<file path="src/rtl/usreg_param.sv">
// Parametrised universal shift register with a valid/ready command interface.
// Multi-bit shifts take one bit per cycle. Define USREG_PARITY_EN to add the parity_out port.
module usreg_param #(
    parameter int unsigned WIDTH = 8,
    parameter int unsigned CNT_W = 3
) (
    input  logic             clk,
    input  logic             rst,
    input  logic             cmd_valid,
    output logic             cmd_ready,
    input  logic [2:0]       mode,
    input  logic [CNT_W-1:0] shamt,
    input  logic [WIDTH-1:0] data_in,
    input  logic             serial_in,
    output logic [WIDTH-1:0] data_out,
    output logic             serial_out,
`ifdef USREG_PARITY_EN
    output logic             parity_out,
`endif
    output logic             busy,
    output logic             done
);

    localparam logic [2:0] MODE_NOP   = 3'b000;
    localparam logic [2:0] MODE_SHR   = 3'b001;
    localparam logic [2:0] MODE_SHL   = 3'b010;
    localparam logic [2:0] MODE_LOAD  = 3'b011;
    localparam logic [2:0] MODE_ROR   = 3'b100;
    localparam logic [2:0] MODE_ROL   = 3'b101;
    localparam logic [2:0] MODE_ASR   = 3'b110;
    localparam logic [2:0] MODE_CLEAR = 3'b111;

    typedef enum logic {
        IDLE  = 1'b0,
        SHIFT = 1'b1
    } state_t;

    state_t           state_q;
    logic [2:0]       mode_q;
    logic [CNT_W-1:0] rem_q;
    logic [WIDTH-1:0] data_q;
    logic             sout_q;
    logic             done_q;
    logic             busy_q;
    logic             ready_q;

    logic [2:0]       step_mode;
    logic [WIDTH-1:0] step_data_d;
    logic             step_sout_d;
    logic             mode_is_shift;

    // One 1-bit step: live mode while idle, latched mode while shifting
    always_comb begin
        step_mode   = (state_q == SHIFT) ? mode_q : mode;
        step_data_d = data_q;
        step_sout_d = sout_q;
        case (step_mode)
            MODE_SHR: begin
                step_data_d = {serial_in, data_q[WIDTH-1:1]};
                step_sout_d = data_q[0];
            end
            MODE_SHL: begin
                step_data_d = {data_q[WIDTH-2:0], serial_in};
                step_sout_d = data_q[WIDTH-1];
            end
            MODE_ROR: begin
                step_data_d = {data_q[0], data_q[WIDTH-1:1]};
                step_sout_d = data_q[0];
            end
            MODE_ROL: begin
                step_data_d = {data_q[WIDTH-2:0], data_q[WIDTH-1]};
                step_sout_d = data_q[WIDTH-1];
            end
            MODE_ASR: begin
                step_data_d = {data_q[WIDTH-1], data_q[WIDTH-1:1]};
                step_sout_d = data_q[0];
            end
            default: ;
        endcase
    end

    assign mode_is_shift = (mode != MODE_NOP) && (mode != MODE_LOAD) && (mode != MODE_CLEAR);

    // Command FSM and datapath registers
    always_ff @(posedge clk) begin
        if (rst) begin
            state_q <= IDLE;
            mode_q  <= MODE_NOP;
            rem_q   <= '0;
            data_q  <= '0;
            sout_q  <= 1'b0;
            done_q  <= 1'b0;
            busy_q  <= 1'b0;
            ready_q <= 1'b1;
        end else begin
            done_q <= 1'b0;
            case (state_q)
                IDLE: begin
                    if (cmd_valid && ready_q) begin
                        mode_q <= mode;
                        done_q <= 1'b1;
                        if (mode_is_shift && (shamt != '0)) begin
                            data_q <= step_data_d;
                            sout_q <= step_sout_d;
                            if (shamt != CNT_W'(1)) begin
                                state_q <= SHIFT;
                                rem_q   <= shamt - CNT_W'(1);
                                busy_q  <= 1'b1;
                                ready_q <= 1'b0;
                                done_q  <= 1'b0;
                            end
                        end else if (mode == MODE_LOAD) begin
                            data_q <= data_in;
                        end else if (mode == MODE_CLEAR) begin
                            data_q <= '0;
                        end
                    end
                end
                SHIFT: begin
                    data_q <= step_data_d;
                    sout_q <= step_sout_d;
                    rem_q  <= rem_q - CNT_W'(1);
                    if (rem_q == CNT_W'(1)) begin
                        state_q <= IDLE;
                        busy_q  <= 1'b0;
                        ready_q <= 1'b1;
                        done_q  <= 1'b1;
                    end
                end
            endcase
        end
    end

    assign data_out   = data_q;
    assign serial_out = sout_q;
    assign busy       = busy_q;
    assign done       = done_q;
    assign cmd_ready  = ready_q;
`ifdef USREG_PARITY_EN
    assign parity_out = ^data_q;
`endif

endmodule

</file>
<file path="config.mk">
export PLATFORM = sky130hd
export DESIGN_NAME = usreg_param
export DESIGN_NICKNAME = d
export VERILOG_FILES = /design/src/rtl/usreg_param.sv
export SDC_FILE = /design/constraint.sdc
export NUM_CORES = 1
export LEC_CHECK = 0
export BUFFER_PORTS_ARGS = -buffer_cell sky130_fd_sc_hd__buf_2
export CORE_MARGIN = 2
export CORE_UTILIZATION = 53
export DETAILED_ROUTE_END_ITERATION = 10
export GPL_TIMING_DRIVEN = 0
export PLACE_DENSITY = 0.78
export REMOVE_ABC_BUFFERS = 1
export SYNTH_ARGS = -nofsm -noshare
export SYNTH_HDL_FRONTEND = slang
export SYNTH_SLANG_ARGS = --single-unit
</file>
<file path="constraint.sdc">
create_clock -name clk -period 2.4 [get_ports clk]
set_clock_uncertainty 0.2 [all_clocks]
set_input_delay 0.24 -clock clk [delete_from_list [all_inputs] [get_ports clk]]
set_output_delay 0.24 -clock clk [all_outputs]
set_load 0.02 [all_outputs]
</file>
# Word level (Yosys, flattened, before mapping)
# Index checks and enable logic that the tools add are counted.
# classes
n_addsub,2
eq_ne,16
n_mux,35
bitwise,1
n_reduce_logical,13
# op_table
op,count
case mux 8 bit (5 select lines),1
two-way mux 8 bit,4
two-way mux 1 bit,18
case mux 8 bit (2 select lines),1
"== test 3 bit, second input constant",4
two-way mux 3 bit,4
case mux 1 bit (2 select lines),6
"== test 3 x 1 -> 1 bit, second input constant",2
"== test 3 x 2 -> 1 bit, second input constant",2
"!= test 2 bit, second input constant",3
case mux 3 bit (2 select lines),1
AND reduction 2 bit,3
nonzero test 3 bit,2
"subtractor 3 x 1 -> 3 bit, second input constant",2
logical AND 1 bit,4
"!= test 4 bit, second input constant",1
AND reduction 4 bit,1
"!= test 3 x 1 -> 1 bit, second input constant",1
"!= test 3 x 2 -> 1 bit, second input constant",1
"!= test 3 bit, second input constant",1
AND reduction 3 bit,1
OR reduction 3 bit,1
"!= test 2 x 1 -> 1 bit, second input constant",1
OR reduction 2 bit,1
NOT 1 bit,1
# totals
register_bits,19
inputBits,18
output_inout_bits,12
word_cells,75

# Depth between registers and ports, before layout
# Gate-level depths: netlist (run 1).
# logic_depth
depth_word,7
mapped_depth,7
depth_no_buf,7

# Worst setup path after synthesis (run 1)
# No wires, ideal clock.
# synth_path
kind,flip-flop to flip-flop
from,reg state_q
to,reg data_q[7] (netlist: data_out[7])
setup_ns,0.117
t_arrival_ns,1.581
required_time_ns,2.083
setup_slack_ns,0.502
stages_incl_launch_ff,6
path_buffers,0
synth_period_minus_slack_ns,1.898
cell_sequence,dfxtp_1 -> mux2_2 -> and4_1 -> a31o_1 -> a211o_1 -> a32o_1
# synth_via
elab_chain_cells,6
elab_cells_between_ends,14
cone_classes,eq/ne (7); mux (5); bitwise (1); reduce/logical (1)
# synth_rtl
element,line_no,source
"start, declared",38,state_t state_q;
"start signal, assigned",87,state_q <= IDLE;
"start signal, assigned",106,state_q <= SHIFT;
"start signal, assigned",124,state_q <= IDLE;
two-way mux 3 bit,54,step_mode = (state_q == SHIFT) ? mode_q : mode;
"== test 3 bit, or another cell as far along",57,case (step_mode)
case mux 8 bit (5 select lines),57,
two-way mux 8 bit,102,if (mode_is_shift && (shamt != '0)) begin
two-way mux 8 bit,99,if (cmd_valid && ready_q) begin
case mux 8 bit (2 select lines),97,case (state_q)
"end signal, assigned",103,data_q <= step_data_d;
"end signal, assigned",113,data_q <= data_in;
"end signal, assigned",120,data_q <= step_data_d;
"end, declared",41,logic [WIDTH-1:0] data_q;
# Several ways; a longest one is shown, not always the timed one. The select of a mux whose other input is x is not followed.
# A chain may end at the register's enable or synchronous reset.

# Worst setup path after layout (run 1)
# layout_path
from,reg state_q
to,reg data_q[4] (netlist: data_out[4])
# Same word-level chain as after synthesis.

==> summary.md, run 1 <==
| Metric | Value |
|---|---|
| Layout cells sized above 1 | ~22% |
| Total number of vias | between 1,000 and 1,500 |
| Area share of the largest cell type after synthesis | 28.1% |
| Crit Reg-Reg Startpoint | state_q |
| Final setup TNS | 0 ns |
| Yosys cell types | between 40 and 50 |
| Vias/cell | between 6 and 7 |
| DRC Markers | 0 |
| Height of the die | 54.5 microns |
| Wire per inst | around 15 microns |
| Clock Tree Root | clkbuf_4 |
| Core Footprint | roughly 0.0025 sq mm |
| R2R cell count | 5 |
| Crit path time final | between 2 and 2.5 ns |
| Final number of hold-violating endpoints | 0 |
| Synth Register Bits | 19 |
| Initial DRC count | 74 |
| Req. time, crit path | 2.45 ns |
| Gpl congestion | about 0.85 |
| Area added between synthesis and finish | 13.5% |
| Most common cell after layout, fill and taps aside | buf_2 |
| Post-DP Area | around 0.0015 sq mm |
| Slew margin rel. | a little under two thirds |
| First-pass GRT wire length | approximately 5600 microns |
| Antenna-violating nets left | 0 |
| I/O pin cnt | 30 |
| TritonCTS Sinks | 19 |
| Top fanout value on the critical path | 31 |
| Synth warn | 0 |
| CTS tree | built |
| Cells after synthesis | between 150 and 200 |
| Status | finished, final reports clean |
| Final instance area | 0.00153 sq mm |
| Starting Density | between 50% and 60% |
| Ys flop type | dfxtp_1 |
| Tcrit/Tclk final | between 90% and 100% |
| Maximum VDD drop | around 0.00050 V |
| Clk buf depth | 2 |
| Fin. max-slew vios | 0 |
| Area leader, netlist | dfxtp_1 |
| Initial antenna violation count | 0 |
| MaxCap Viol Count | 0 |
| Port Buffer Count | 29 |
| DRT Pass-1 Iters | 4 |
| Critical path class | flip-flop to flip-flop |
| Tightest Pin Transition | 0.548 ns |
| RSZ-0062 raised after global routing | no |
| Highest clock rate | between 400 and 500 MHz |
| Critical path arrival | between 2 and 2.5 ns |
| Commonest non-fill, non-tap cells in the layout | buf_2 (29), dfxtp_1 (18), nand2_1 (16), o21ai_0 (16), a31oi_1 (13) |
| Nets | around 220 |
| Crit end category | flip-flop |
| Hold-critical path depth | 3 |
| Beginning of the worst hold path | mode[1] |
| Inserted Clock Buffers | 3 |
| Synth async-reset ratio | 0% |
| Cell Pwr Density | ~570 mW/mm^2 |
| Top cells by area, synth | dfxtp_1 (28%), mux2i_1 (6.7%), a31oi_1 (6.0%), o21ai_0 (5.9%), ha_1 (4.6%) |
| Seq/Total Area, Yosys | approximately 28% |
| Fill cells | 240 |
| EDFF count, synth | 0 |
| Vias in the first global route | 1,250 |
| Largest net degree at the start of global routing | 32 |
| Grt ovf | 0 |
| Finish-stage setup viols | 0 |
| Syn Area/Cell | between 8 and 9 sq um |
| Crit path launch type | flip-flop |
| Die area | slightly below 0.003 sq mm |
| Routed wire length | approximately 3500 microns |
| Synth Cell Area | between 0.001 and 0.0015 sq mm |
| Tot GR Track Use | between 20% and 30% |
| LEAKAGE | just under 0.7 nW |
| FF-to-FF End | data_out[4] |
| Hold EP | mode_q[1] |
| Die width | between 50 and 60 microns |
| Antenna fix cells | 0 |
| Hold WC Path Type | input port to flip-flop |
| Floorplan row count | 18 |
| R2r setup slk | 0.17 ns |
| CTS clk-pin slew, worst paths | approximately 0.11 ns |
| Post-DP HPWL | around 2500 microns |
| H-tree levels | 1 |
| Clk Latency, worst-skew pair | 0.30 ns |
## cell families (layout without fill, tap and decap cells)
| logic type | count (synthesis) | in the layout | share of synthesized area [%] |
|---|---|---|---|
| buffers and inverters | 12 | 39 | 4.26 |
| flip-flops | 19 | 19 | 28.1 |
| XOR/XNOR | 2 | 2 | 1.30 |
| multiplexers | 10 | 10 | 7.50 |
| adder cells (fa/ha/maj) | 5 | 5 | 4.63 |
| AND/OR/NAND/NOR | 58 | 58 | 22.2 |
| AO/OA/AOI/OAI | 62 | 62 | 31.9 |
## routing by layer
layer  up-vias  track usage [%]  part of all wire, %
met5         -                0                    0
met1       667             34.8                   44
li1        678                -                    -
met2        58             40.4                   48
met3         7             5.74                  6.6
met4         0             8.33                  1.4
## layout make-up
class | count | area (sq um) | share of cell area (%)
timing repair buffer | 29 | 145 | 9.46
multi-input combinational | 137 | 918 | 59.9
sequential | 19 | 384 | 25.0
tap | 30 | 37.5 | 2.45
inverter | 6 | 22.5 | 1.47
clock buffer | 4 | 26.3 | 1.71
## critical path, stage by stage, from the launching register on
cell and delay [ns]:
dfxtp_4 0.59, mux2_2 0.45, nor3_2 0.41, o21ai_0 0.17, a31oi_1 0.25, a21o_1 0.11
## state kept, by name (all words and copies together) (netlist names)
name and flops:
busy 1, data_out 8, cmd_ready 1, done 1, serial_out 1, mode_q 3, rem_q 3, state_q 1
## power by group
group	switching, mW	leakage (nW)	total (mW)	internal [mW]
Clock	0.0993	0.0150	0.164	0.0648
Combinational	0.180	0.514	0.305	0.125
Sequential	0.0560	0.157	0.407	0.351
## Yosys cell counts (all sizes together) (5+ instances only)
master and number:
mux2i 9, inv 6, a31oi 15, nor2 11, o21ai 17, a21oi 7
dfxtp 19, ha 5, a21o 7, nand3 8, nand2 16, and2 6
## repair_timing
item                       4_1_cts  5_1_grt
buffers inserted                 0        0
resized for setup                3        0
hold buffers                     0        0
setup endpoints to repair        9        0
hold endpoints to repair         0        0
## stage by stage
stage / util (%) / total power [mW] / hold slack [ns] / worst slack, ns / instances
final: 62.5 / 0.876 / 0.0267 / 0.168 / 225
after global routing: 62.5 / 0.935 / 0.0307 / 0.0861 / 225
after CTS: 62.5 / 0.878 / 0.0227 / 0.213 / 225
after detailed placement: 61.1 / 0.714 / 0.275 / -0.486 / 221
after global placement: 61.1 / 0.696 / 0.261 / -0.331 / 221
after floorplan: - / 0.615 / 0.109 / -0.0825 / 162
## worst max path at each step
stage,cells after the start,slack (ns),from,endpoint
after global placement,5,-0.33,state_q,data_out[1]
final,5,0.17,state_q,data_out[4]
after CTS,5,0.21,state_q,data_out[4]
after global routing,5,0.09,state_q,data_out[3]
after detailed placement,5,-0.49,state_q,data_out[2]
after floorplan,5,-0.08,state_q,data_out[7]
No activity file was read; power rests on OpenSTA's default activity.
==> inputs of run 2 (changes only) <==
--- a/config.mk
+++ b/config.mk
@@ -9,7 +9,7 @@
 export CORE_MARGIN = 2
 export CORE_UTILIZATION = 53
 export DETAILED_ROUTE_END_ITERATION = 10
-export GPL_TIMING_DRIVEN = 0
+export GPL_TIMING_DRIVEN = 1
 export PLACE_DENSITY = 0.78
 export REMOVE_ABC_BUFFERS = 1
 export SYNTH_ARGS = -nofsm -noshare
==> run 2 against run 1 <==
Against the previous run: count of clock-buffer cells in the layout unchanged; combinational power increased by 3%; global-route usage decreased by 0.26 points; clock power increased by 4%; highest routed layer unchanged.
==> summary.md, run 2 (synthesis gave the netlist of run 1 again) <==
| Metric | Value |
|---|---|
| Status | finished, final reports clean |
| Req. time, crit path | 2.41 ns (-0.04 ns) |
| Die width | 54.5 microns (unchanged) |
| Routed wire length | 3310 microns (-4.7%) |
| Grt ovf | 0 (unchanged) |
| Tightest Pin Transition | 0.561 ns (+0.0137 ns) |
| Cell Pwr Density | 573 mW/mm^2 (+0.25%) |
| Critical path arrival | 2.09 ns (-0.20 ns) |
| Inserted Clock Buffers | 3 (unchanged) |
| FF-to-FF End | data_out[7] |
| Height of the die | 54.5 microns (unchanged) |
| Most common cell after layout, fill and taps aside | buf_2 |
| Finish-stage setup viols | 0 (unchanged) |
| Tot GR Track Use | 25.5% (-0.26 points) |
| Floorplan row count | 18 (unchanged) |
| Die area | 0.00297 sq mm (unchanged) |
| I/O pin cnt | 30 (unchanged) |
| CTS clk-pin slew, worst paths | 0.11 ns (about the same) |
| Hold WC Path Type | input port to flip-flop |
| Layout cells sized above 1 | 20.9% (-0.62 points) |
| Top fanout value on the critical path | 28 (-9.7%) |
| CTS tree | built |
| Final instance area | 0.00153 sq mm (about the same) |
| Tcrit/Tclk final | 86.5% (-6.5 points) |
| DRT Pass-1 Iters | 4 (unchanged) |
| Vias/cell | 6.17 (-1.5%) |
| Hold_buf cts | 0 (unchanged) |
| Crit path time final | 2.08 ns (-0.155 ns) |
| Post-Layout Cell Count | 226 (+0.44%) |
| Max reg flops | 8 (unchanged) |
| Clk buf depth | 2 (unchanged) |
| Nets | 220 (+0.46%) |
| Cts repair resizes | 0 (-3) |
| Area added between synthesis and finish | 13.4% (about the same) |
| Total number of vias | 1,395 (-1.1%) |
| Initial antenna violation count | 0 (unchanged) |
| Dpl cells | 222 (+0.45%) |
| Hold-critical path depth | 3 (unchanged) |
| Wire per inst | 14.7 microns (-5.1%) |
| Crit end category | flip-flop |
| RSZ-0062 raised after global routing | no |
| H-tree levels | 1 (unchanged) |
| Core Footprint | 0.00245 sq mm (unchanged) |
| Initial DRC count | 46 (-38%) |
| First-pass GRT wire length | 5490 microns (-2.5%) |
| Beginning of the worst hold path | mode[1] |
| Antenna-violating nets left | 0 (unchanged) |
| Critical path class | flip-flop to flip-flop |
| Starting Density | 55.0% (unchanged) |
| Hold EP | mode_q[1] |
| Highest clock rate | 482 MHz (+7.5%) |
| Clock Tree Root | clkbuf_4 |
| Slew margin rel. | 62.3% (-1.1 points) |
| MaxCap Viol Count | 0 (unchanged) |
| Commonest non-fill, non-tap cells in the layout | buf_2 (29), dfxtp_1 (19), nand2_1 (16), o21ai_0 (16), a31oi_1 (13) |
| Crit path launch type | flip-flop |
| Largest net degree at the start of global routing | 29 (-9.4%) |
| Fin. max-slew vios | 0 (unchanged) |
| Gpl congestion | 0.893 (+4.6%) |
| Port Buffer Count | 29 (unchanged) |
| Clk Latency, worst-skew pair | 0.31 ns (about the same) |
| Vias in the first global route | 1,213 (-3.0%) |
| Post-DP HPWL | 2440 microns (-1.9%) |
| R2r setup slk | 0.32 ns (+0.16 ns) |
| LEAKAGE | 0.689 nW (+0.52%) |
| Postcts setup bufs | 0 (unchanged) |
| Final number of hold-violating endpoints | 0 (unchanged) |
| Hold_ws | 0.0358 ns (+0.00912 ns) |
| TritonCTS Sinks | 19 (unchanged) |
| Maximum VDD drop | 0.000423 V (-15%) |
| Antenna fix cells | 0 (unchanged) |
| Crit Reg-Reg Startpoint | state_q |
| R2R cell count | 6 (+1) |
| DRC Markers | 0 (unchanged) |
| Post-DP Area | 0.00151 sq mm (+0.50%) |
## run 2: cell types whose count changed in the layout (fill, tap and decap cells not counted)
cell,change
dfxtp_1,+1
nor3_1,+1
nor3_2,-1
buf_4,+1
dfxtp_4,-1
## run 2: routing by layer
| layer | track usage [%] | share of wire, % | wire length, microns | up-vias |
|---|---|---|---|---|
| met2 | 40.8 | 46 | 1520 | 62 |
| met5 | 0 | 0 | 0 | - |
| met1 | 34.6 | 44 | 1460 | 641 |
| li1 | - | - | - | 683 |
| met4 | 8.33 | 1.6 | 54 | 0 |
| met3 | 4.37 | 8.5 | 282 | 9 |
## run 2: power breakdown
part	total, mW	internal, mW	switching [mW]
registers	0.392	0.351	0.0412
logic	0.315	0.127	0.189
clock network	0.170	0.0649	0.105
total	0.878	0.543	0.335
## run 2: final cells by class
class                   instances  area [sq um]
fillers                       239           922
multi-input cells             137           913
flip-flops and latches         19           380
repair buffers                 30           153
well taps                      30          37.5
clock buffers                   4          26.3
inverters                       6          22.5
## run 2: worst max-delay path by stage
stage,slack (ns),from,cells after the start,endpoint
floorplan,-0.08,state_q,5,data_out[7]
global placement,0.41,state_q,6,data_out[7]
detailed placement,0.34,state_q,6,data_out[7]
CTS,0.32,state_q,6,data_out[7]
global route,0.17,state_q,5,data_out[3]
finish,0.32,state_q,6,data_out[7]
## run 2: through the flow
step / utilization, % / power (mW) / setup slack, ns / setup TNS (ns)
final: 62.4 / 0.878 / 0.323 / 0
after global routing: 62.4 / 0.932 / 0.166 / 0
after CTS: 62.4 / 0.879 / 0.323 / 0
after detailed placement: 61.4 / 0.711 / 0.340 / 0
after global placement: 61.4 / 0.701 / 0.405 / 0
after floorplan: - / 0.615 / -0.0825 / -0.0825
## run 2: critical path, cell delays in order, from the launching register on
cell and delay (ns):
dfxtp_1 0.42, buf_4 0.33, nor3_2 0.11, a21oi_4 0.26, xnor2_1 0.11, a211o_1 0.30, a32o_1 0.25
==> inputs of run 3 (changes only) <==
--- a/config.mk
+++ b/config.mk
@@ -7,10 +7,10 @@
 export LEC_CHECK = 0
 export BUFFER_PORTS_ARGS = -buffer_cell sky130_fd_sc_hd__buf_2
 export CORE_MARGIN = 2
-export CORE_UTILIZATION = 53
+export CORE_UTILIZATION = 48
 export DETAILED_ROUTE_END_ITERATION = 10
 export GPL_TIMING_DRIVEN = 1
-export PLACE_DENSITY = 0.78
+export PLACE_DENSITY = 0.75
 export REMOVE_ABC_BUFFERS = 1
 export SYNTH_ARGS = -nofsm -noshare
 export SYNTH_HDL_FRONTEND = slang
==> constraint.sdc (replaced) <==
create_clock -name clk -period 1.8 [get_ports clk]
set_clock_uncertainty 0.2 [all_clocks]
set_input_delay 0.18 -clock clk [delete_from_list [all_inputs] [get_ports clk]]
set_output_delay 0.18 -clock clk [all_outputs]
set_load 0.1 [all_outputs]
==> run 3 against run 2 <==
Against the previous run: die area rose by 9.6%; first-iteration DRC count rose by 39%; the flow now finishes with violations (negative setup slack); via count rose by 9.2%; routed wire length rose by 18%.
==> summary.md, run 3 (synthesis gave the netlist of run 1 again) <==
| Metric | Value |
|---|---|
| Status | finished with violations |
| Failing checks | negative setup slack |
| Largest net degree at the start of global routing | 13 (-55%) |
| Critical path class | flip-flop to flip-flop |
| Nets | 244 (+11%) |
| Area added between synthesis and finish | 31.7% |
| Req. time, crit path | 1.81 ns (-0.60 ns) |
| Inserted Clock Buffers | 3 (unchanged) |
| Floorplan row count | 19 (+1) |
| Slew margin rel. | 67.7% (+5.4 points) |
| Antenna fix cells | 0 (unchanged) |
| Routed wire length | 3900 microns (+18%) |
| Top fanout value on the critical path | 5 (-82%) |
| Post-DP Area | 0.00167 sq mm (+11%) |
| DRC Markers | 0 (unchanged) |
| Initial antenna violation count | 0 (unchanged) |
| Maximum VDD drop | 0.000693 V (+64%) |
| RSZ-0062 raised after global routing | yes |
| Util after Layout | 65.7% (+3.2 points) |
| Clk buf depth | 2 (unchanged) |
| CP max-delay cell | dfxtp_4 |
| Wire per inst | 15.5 microns (+5.9%) |
| Layout cells sized above 1 | 33.2% (+12 points) |
| Most common cell after layout, fill and taps aside | buf_2 |
| Crit-path cells | mux2_4 > and4_1 > a31o_1 > a211o_1 > a32o_1 |
| Family with the most delay on the worst path | compound AO/OA/AOI/OAI gates |
| DRT Pass-1 Iters | 4 (unchanged) |
| Largest stage delay, worst path | 0.40 ns (-0.02 ns) |
| Cell Pwr Density | 822 mW/mm^2 (+44%) |
| Crit path launch type | flip-flop |
| Worst Path Buf+Inv | 0 (-1) |
| Highest clock rate | 531 MHz (+10%) |
| Fin. max-slew vios | 0 (unchanged) |
| Antenna-violating nets left | 0 (unchanged) |
| I/O pin cnt | 30 (unchanged) |
| LEAKAGE | 0.822 nW (+19%) |
| Core Footprint | 0.00271 sq mm (+10%) |
| First-pass GRT wire length | 6270 microns (+14%) |
| Critical path arrival | 1.89 ns (-0.20 ns) |
| Final instance area | 0.00178 sq mm (+16%) |
| Final number of hold-violating endpoints | 0 (unchanged) |
| Die area | 0.00326 sq mm (+9.6%) |
| Initial DRC count | 64 (+39%) |
| Max reg flops | 8 (unchanged) |
| Final setup TNS | -0.0906 ns (-0.0906 ns) |
| Finish-stage setup viols | 4 (+4) |
| MaxCap Viol Count | 0 (unchanged) |
| Tightest Pin Transition | 0.487 ns (-0.0739 ns) |
| TritonCTS Sinks | 19 (unchanged) |
| Commonest non-fill, non-tap cells in the layout | buf_2 (29), buf_4 (22), nand2_1 (16), o21ai_0 (16), dfxtp_1 (16) |
| Tot GR Track Use | 23.9% (-1.6 points) |
| Starting Density | 49.9% (-5.2 points) |
| Total number of vias | 1,523 (+9.2%) |
| Crit end category | flip-flop |
| Vias in the first global route | 1,430 (+18%) |
| Post-DP HPWL | 2810 microns (+15%) |
| Hold WC Path Type | input port to flip-flop |
| Gpl congestion | 0.825 (-7.6%) |
| CTS clk-pin slew, worst paths | 0.11 ns (about the same) |
| Port Buffer Count | 29 (unchanged) |
| Vias/cell | 6.07 (-1.7%) |
| Tcrit/Tclk final | 105% (+18 points) |
| Clock Tree Root | clkbuf_4 |
| H-tree levels | 1 (unchanged) |
| Grt ovf | 0 (unchanged) |
| Height of the die | 57.1 microns (+4.7%) |
| Total power draw | 1.46 mW (+67%) |
| Crit path time final | 1.88 ns (-0.194 ns) |
| CTS tree | built |
| Final Worst Setup Slack | -0.0825 ns (-0.406 ns) |
| Die width | 57.1 microns (+4.7%) |
| Clk Latency, worst-skew pair | 0.30 ns (about the same) |
## run 3: worst paths after layout
kind | startpoint | end | slack, ns | depth (start not counted)
min reg2reg | busy | busy | 0.29 | 2
max | state_q | data_out[7] | -0.08 | 5
min | data_in[7] | data_out[7] | 0.02 | 4
max reg2reg | state_q | data_out[7] | -0.08 | 5
## run 3: report_power, final
group / internal (mW) / switching (mW) / total (mW) / leakage [nW]
Clock: 0.0829 / 0.138 / 0.221 / 0.0177
Combinational: 0.240 / 0.474 / 0.714 / 0.647
Sequential: 0.469 / 0.0581 / 0.527 / 0.157
Total: 0.792 / 0.671 / 1.46 / 0.822
## run 3: worst register-to-register path: cells and delay by family (launching register included)
| kind | cells | cell delay, ns |
|---|---|---|
| multiplexers | 1 | 0.34 |
| flip-flops | 1 | 0.40 |
| AND/OR/NAND/NOR | 1 | 0.20 |
| AO/OA/AOI/OAI | 3 | 0.65 |
## run 3: per-layer routing
layer	part of all wire [%]	up-vias	track usage (%)
li1	-	730	-
met1	42	706	31.2
met2	47	77	40.7
met3	8.4	10	3.17
met4	1.8	0	7.97
met5	0	-	0
## run 3: metrics by stage
stage               cells  setup slack (ns)  hold WS, ns
global placement      244           -0.0867        0.263
floorplan             162            -0.686       0.0491
global route          251            -0.131       0.0481
CTS                   251           -0.0750       0.0172
finish                251           -0.0825       0.0214
detailed placement    244            -0.176        0.264
## run 3: cell type report
cell class | instances | area (sq um)
multi-input cells | 137 | 958
fillers | 249 | 931
flip-flops and latches | 19 | 387
repair buffers | 54 | 345
well taps | 31 | 38.8
clock buffers | 3 | 22.5
inverters | 6 | 22.5
clock inverters | 1 | 5.00
## run 3: what timing repair did
| action | 4_1_cts | 5_1_grt |
|---|---|---|
| buffers inserted | 1 | 0 |
| setup endpoints to repair | 9 | 9 |
| pin swaps | 1 | 3 |
| resized for setup | 9 | 6 |
| hold buffers | 2 | 0 |
| hold endpoints to repair | 5 | 0 |
